[config.mk]
export PLATFORM = sky130hd
export DESIGN_NAME = a1csah_seq_adder
export DESIGN_NICKNAME = d
export VERILOG_FILES = /design/src/rtl/a1csah_seq_adder_pkg.sv /design/src/rtl/a1csah_chunk.sv /design/src/rtl/a1csah_seq_adder.sv
export SDC_FILE = /design/constraint.sdc
export NUM_CORES = 2
export LEC_CHECK = 0
export CAP_MARGIN = 5
export CORE_MARGIN = 2
export CORE_UTILIZATION = 30
export CTS_BUF_LIST = sky130_fd_sc_hd__clkbuf_2 sky130_fd_sc_hd__clkbuf_4 sky130_fd_sc_hd__clkbuf_8
export CTS_CLUSTER_SIZE = 16
export DETAILED_ROUTE_END_ITERATION = 10
export DONT_BUFFER_PORTS = 1
export GPL_TIMING_DRIVEN = 0
export MAX_ROUTING_LAYER = met4
export RECOVER_POWER = 50
export SYNTH_ARGS = -nofsm -noshare
export SYNTH_HDL_FRONTEND = slang
export SYNTH_SLANG_ARGS = --single-unit
[constraint.sdc]
create_clock -name clk -period 6.35 [get_ports clk]
set_input_delay 0.635 -clock clk [delete_from_list [all_inputs] [get_ports clk]]
set_output_delay 0.635 -clock clk [all_outputs]
set_load 0.1 [all_outputs]
[src/rtl/a1csah_seq_adder_pkg.sv]
// Shared definitions for the sequential add-one carry-select adder:
// FSM state encoding and the chunk counter width helper.
package a1csah_seq_adder_pkg;

  typedef enum logic [1:0] {
    IDLE = 2'd0,
    RUN  = 2'd1,
    DONE = 2'd2
  } state_t;

  // A single-chunk configuration still needs a 1-bit counter to stay legal.
  function automatic int count_width(input int chunks);
    return (chunks > 1) ? $clog2(chunks) : 1;
  endfunction

endpackage

[src/rtl/a1csah_chunk.sv]
// W-bit hierarchical add-one carry-select adder: each BLK-bit block forms a+b and
// (a+b)+1, the block carry selects one, and block generate/propagate form the group terms.
module a1csah_chunk #(
  parameter int W   = 64,
  parameter int BLK = 8
) (
  input  logic         cin,
  input  logic [W-1:0] a,
  input  logic [W-1:0] b,
  output logic [W-1:0] s,
  output logic         gen,
  output logic         prop,
  output logic         cout
);

  localparam int NB = W / BLK;

  always_comb begin
    logic           carry;
    logic           g_acc;
    logic           p_acc;
    logic           c0;
    logic           pb;
    logic [BLK-1:0] sum0;
    logic [BLK-1:0] sum1;
    s     = '0;
    carry = cin;
    g_acc = 1'b0;
    p_acc = 1'b1;
    c0    = 1'b0;
    pb    = 1'b0;
    sum0  = '0;
    sum1  = '0;
    for (int i = 0; i < NB; i++) begin
      {c0, sum0} = {1'b0, a[i*BLK +: BLK]} + {1'b0, b[i*BLK +: BLK]};
      sum1       = sum0 + BLK'(1);
      pb         = &(a[i*BLK +: BLK] ^ b[i*BLK +: BLK]);
      s[i*BLK +: BLK] = carry ? sum1 : sum0;
      // The add-one result carries out only if the block generates or fully propagates.
      g_acc = c0 | (pb & g_acc);
      p_acc = p_acc & pb;
      carry = c0 | (pb & carry);
    end
    gen  = g_acc;
    prop = p_acc;
    cout = carry;
  end

endmodule

[src/rtl/a1csah_seq_adder.sv]
// Multi-cycle N-bit adder that walks the operands W bits per cycle through one
// shared a1csah_chunk core, chaining a registered carry and group G/P terms.
module a1csah_seq_adder
  import a1csah_seq_adder_pkg::*;
#(
  parameter int N = 256,
  parameter int W = 64
) (
  input  logic         clk,
  input  logic         rst,
  input  logic         in_valid,
  output logic         in_ready,
  input  logic         cin,
  input  logic [N-1:0] a,
  input  logic [N-1:0] b,
  output logic         out_valid,
  input  logic         out_ready,
  output logic [N-1:0] s,
  output logic         cout,
  output logic         gen,
  output logic         prop
);

  localparam int CHUNKS = N / W;
  localparam int KW     = count_width(CHUNKS);

  state_t state;
  state_t next_state;

  logic [KW-1:0]              k;
  logic [CHUNKS-1:0][W-1:0]   a_reg;
  logic [CHUNKS-1:0][W-1:0]   b_reg;
  logic [CHUNKS-1:0][W-1:0]   s_reg;
  logic                       carry;
  logic                       g_acc;
  logic                       p_acc;
  logic                       cout_reg;
  logic                       gen_reg;
  logic                       prop_reg;

  logic [W-1:0] core_s;
  logic         core_gen;
  logic         core_prop;
  logic         core_cout;
  logic         last;
  logic         g_next;
  logic         p_next;

  a1csah_chunk #(.W(W)) u_chunk (
    .cin  (carry),
    .a    (a_reg[k]),
    .b    (b_reg[k]),
    .s    (core_s),
    .gen  (core_gen),
    .prop (core_prop),
    .cout (core_cout)
  );

  assign last   = (k == KW'(CHUNKS - 1));
  assign g_next = core_gen | (core_prop & g_acc);
  assign p_next = p_acc & core_prop;

  always_comb begin
    next_state = state;
    case (state)
      IDLE:    if (in_valid)  next_state = RUN;
      RUN:     if (last)      next_state = DONE;
      DONE:    if (out_ready) next_state = IDLE;
      default: next_state = IDLE;
    endcase
  end

  assign in_ready  = (state == IDLE);
  assign out_valid = (state == DONE);
  assign s         = s_reg;
  assign cout      = cout_reg;
  assign gen       = gen_reg;
  assign prop      = prop_reg;

  // Carry into the core is always the registered carry, never the cin port.
  always_ff @(posedge clk) begin
    if (rst) begin
      state    <= IDLE;
      k        <= '0;
      a_reg    <= '0;
      b_reg    <= '0;
      s_reg    <= '0;
      carry    <= 1'b0;
      g_acc    <= 1'b0;
      p_acc    <= 1'b1;
      cout_reg <= 1'b0;
      gen_reg  <= 1'b0;
      prop_reg <= 1'b0;
    end else begin
      state <= next_state;
      case (state)
        IDLE: begin
          if (in_valid) begin
            a_reg <= a;
            b_reg <= b;
            carry <= cin;
            g_acc <= 1'b0;
            p_acc <= 1'b1;
            k     <= '0;
          end
        end
        RUN: begin
          s_reg[k] <= core_s;
          carry    <= core_cout;
          g_acc    <= g_next;
          p_acc    <= p_next;
          k        <= k + 1'b1;
          if (last) begin
            k        <= '0;
            cout_reg <= core_cout;
            gen_reg  <= g_next;
            prop_reg <= p_next;
          end
        end
        default: ;
      endcase
    end
  end

endmodule

==> results.yml <==
die:
  die_x_microns: 335.9
  die_y_microns: 335.9
  row_count: 121
  core_area_sq_um: 109000
  start_util_pct: 30.32
  ios: 778
  dieArea_sq_um: 112800
yosys:
  ys_async_sr_fraction_pct: 0
  synth_compound_area_share_pct: 17.10
  ys_seq_area_share_pct: 47.13
  synth_area_sq_um: 33050
  synthXorXnorAreaFrac_pct: 2.575
  synthAdderAreaFrac_pct: 3.362
  synth_top_family_by_area: "compound AO/OA/AOI/OAI gates"
  synth.distinct_cells: 63
  ys_ff_latch: 778
  synth_edf_count: 0
  yosys.area_share.simple_pct: 17.06
  syn_area_per_cell_sq_um: 8.539
  syn_inst: 3870
  synth_fp_nets: 4471
  yosysWarnings: 0
  ys.flop_type: "dfxtp_1"
  synth.area.mux_share_pct: 8.996
setup_path:
  worstSetupEndpointType: "register"
  reg2reg_to: "s[212]$_SDFFE_PP0P_"
  cp_slowest_cell: "xor2_1"
  worst_r2r_path_depth: 12
  path_delay_family: "simple AND/OR/NAND/NOR gates"
  cp.required_ns: 7.00
  cp.buffers_inverters: 3
  startpoint_type: "register"
  critPathMaxFanout: 10
  cp_slowest_stage_delay_ns: 0.94
  cp-startpoint: "k[0]$_SDFFE_PP0P_"
  critical_path_class: "reg -> reg"
  cp_cell_sequence: "clkbuf_1 -> clkbuf_2 -> clkdlybuf4s15_2 -> mux4_2 -> ha_1 -> nand4_1 -> a211oi_1 -> nor3_1 -> nand3_1 -> nand4_1 -> xor2_1 -> a211oi_1"
  timing.reg2reg.setup_slack_ns: 0.20
  rr_startpoint: "k[0]$_SDFFE_PP0P_"
  cp.arrival_ns: 6.79
grt:
  grt_pass1_wl_microns: 230800
  met1_usage_pct: 34.84
  gr-total-overflow: 0
  antenna_found_initial: 75
  grt-busiest-layer: "met2"
  grt_usage_pct: 29.69
  grt_max_degree: 17
  met2_usage_pct: 46.94
  grt_pass1_vias: 31970
  use_met3_pct: 8.541
timing:
  hold_viol_final: 0
  finalSetupViolCount: 0
  tightest_slew_ns: 2.688
  clock_skew_ns: 0.04756
  fin_ws_ns: 0.2029
  fmax_ghz: 0.1627
  slew_headroom_pct: -79.86
  slew_violations: 37
  period_needed_ns: 6.147
  timing.final.crit_share_pct: 96.80
  rsz0062_at_grt: "false"
clock_tree:
  clk_latency_ns: 0.83
  cts_max_path_buffers: 3
  numCtsBuffers: 139
  cts_tree: "built"
  cts_setup_buffers: 0
  path_clk_slew_ns: 0.07
  clock-sinks: 778
  cts_max_level: 4
  cts-root-buf: "clkbuf_8"
drt:
  routedWlPerCell_microns: 27.45
  drc: 0
  final_antenna_net_count: 0
  vias_per_cell: 5.332
  first_iter_violations: 2470
  vias: 32640
  first_pass_iters: 6
  routed_wl_microns: 168000
power:
  p_comb_share_pct: 15.6
  p_int_mw: 8.923
  seqPwrFrac_pct: 43.7
  max-vdd-ir-drop_uv: 151.6
  p_sw_mw: 4.202
  power_density_nw_per_um2: 302.8
  leakage_nw: 15.90
  p_clk_share_pct: 40.7
  switching_share_pct: 32.02
  finalPower_mw: 13.13
layout:
  synthToLayoutAreaGrowth_pct: 31.19
  multiInputGateArea_sq_um: 16250
  fin_util_pct: 39.77
  fill_cells: 10940
  final_nets: 5126
  seq_area_sq_um: 15570
  drive_gt1_share_pct: 8.890
min_path:
  worstHoldStart: "a[123]"
  min_to: "a_reg[123]$_SDFFE_PP0P_"
  min_path_type: "in -> reg"
  worst_hold_path.num_cells: 2
run:
  drv_cap: 4
place:
  hpwl_microns: 130200
  pre_cts_ws_ns: -0.7525
  gp_congestion: 0.9459
  io_buffers: 0
outcome:
  violations: "max-capacitance violations, max-slew violations"
  status: "finished with violations"
[worst reg2reg max path: cells and delay by family (launching register included)]
family / cells / cell delay [ns]
multiplexers: 1 / 0.71
flip-flops: 1 / 0.41
XOR/XNOR: 1 / 0.94
AND/OR/NAND/NOR: 4 / 1.77
AO/OA/AOI/OAI: 2 / 0.27
adder cells (fa/ha/maj): 1 / 0.41
buffers and inverters: 3 / 1.47
[placed cells by master, fill, tap and decap left out, types with 5 or more instances in the layout]
cell	Yosys	layout
nor3_1	24	24
ha_1	76	76
nand2b_1	7	7
clkinv_2	0	14
and3_1	6	6
a21oi_1	688	688
dlygate4sd3_1	0	506
a21o_1	19	19
o211ai_1	8	8
or3_1	5	5
and4_1	6	6
nand2_1	1126	1126
nor2_1	162	161
clkinvlp_4	0	9
a211oi_1	98	97
and2_1	6	5
xor2_1	39	39
xnor2_1	53	51
dfxtp_1	778	778
clkbuf_1	265	263
clkbuf_8	0	167
buf_1	22	15
bufinv_16	0	12
nand3_1	32	32
clkbuf_2	0	8
fa_1	8	8
o22ai_1	15	15
o21bai_1	8	8
mux2i_1	9	9
clkbuf_4	0	30
inv_1	37	37
diode_2	0	85
mux4_2	128	128
o21ai_0	155	154
nand4_1	23	23
[power groups by stage]
stage               clock, mW  sequential (mW)  combinational [mW]
floorplan                   0             5.76                1.04
global placement            0             5.83                1.70
detailed placement          0             5.83                1.73
CTS                      5.38             5.73                2.03
global route             5.61             5.76                2.19
finish                   5.34             5.73                2.05
[metrics by stage]
stage / hold WS, ns / instance area [sq um] / cells / setup TNS (ns)
6_report: 0.09487 / 43350 / 6122 / 0
3_3_place_gp: 0.4382 / 34820 / 5284 / -66.01
4_1_cts: 0.002099 / 43130 / 6036 / 0
3_5_place_dp: 0.4450 / 34920 / 5291 / -38.98
5_1_grt: 0.03140 / 43320 / 6107 / 0
2_1_floorplan: 0.4331 / 33050 / 3870 / 0
[cell type report]
class	count	area share (%)
Timing Repair Buffer	514	11.93
Multi-Input combinational cell	2764	37.49
Antenna cell	85	0.4906
Clock inverter	42	1.325
Inverter	37	0.3204
Clock buffer	197	5.821
Tap cell	1414	4.081
Sequential cell	778	35.93
Buffer	291	2.615
[what timing repair did]
| item | in CTS | in global routing |
|---|---|---|
| resized for setup | 10 | 10 |
| hold endpoints to repair | 506 | 0 |
| cloned | 0 | 0 |
| endpoints found under the setup margin | 147 | 95 |
| hold buffers | 506 | 0 |
| pin swaps | 0 | 0 |
[routing by layer]
layer / share of wire (%) / up-vias
met5: 0 / -
met4: 4.7 / 0
met3: 8.9 / 416
met2: 46 / 1661
met1: 40 / 15850
li1: - / 14720
[logic make-up (layout without fill, tap and decap cells)]
family	Yosys count	after routing
buffers and inverters	328	1081
AND/OR/NAND/NOR	1419	1419
multiplexers	137	137
AO/OA/AOI/OAI	1030	1030
flip-flops	778	778
other	0	85
adder cells (fa/ha/maj)	84	84
XOR/XNOR	94	94
[Yosys cell counts (32+ instances only)]
library cell,n,area (sq um)
o21ai_0,155,775.7
ha_1,76,950.9
inv_1,37,138.9
dfxtp_1,778,15570
nor2_1,162,608.1
a211oi_1,98,735.7
xnor2_1,53,464.2
nand3_1,32,160.2
clkbuf_1,265,994.7
xor2_1,39,341.6
mux4_2,128,2883
a21oi_1,688,3443
nand2_1,1126,4227
[worst max-delay path by stage]
stage | to | slack [ns] | cells past startpoint
2_1_floorplan | s[46]$_SDFFE_PP0P_ | 1.96 | 15
3_3_place_gp | s[22]$_SDFFE_PP0P_ | -0.84 | 13
3_5_place_dp | s[168]$_SDFFE_PP0P_ | -0.75 | 13
4_1_cts | s[239]$_SDFFE_PP0P_ | 0.02 | 14
5_1_grt | s[121]$_SDFFE_PP0P_ | 0.05 | 14
6_report | s[212]$_SDFFE_PP0P_ | 0.20 | 12
Power figures use the tool's default switching activity.
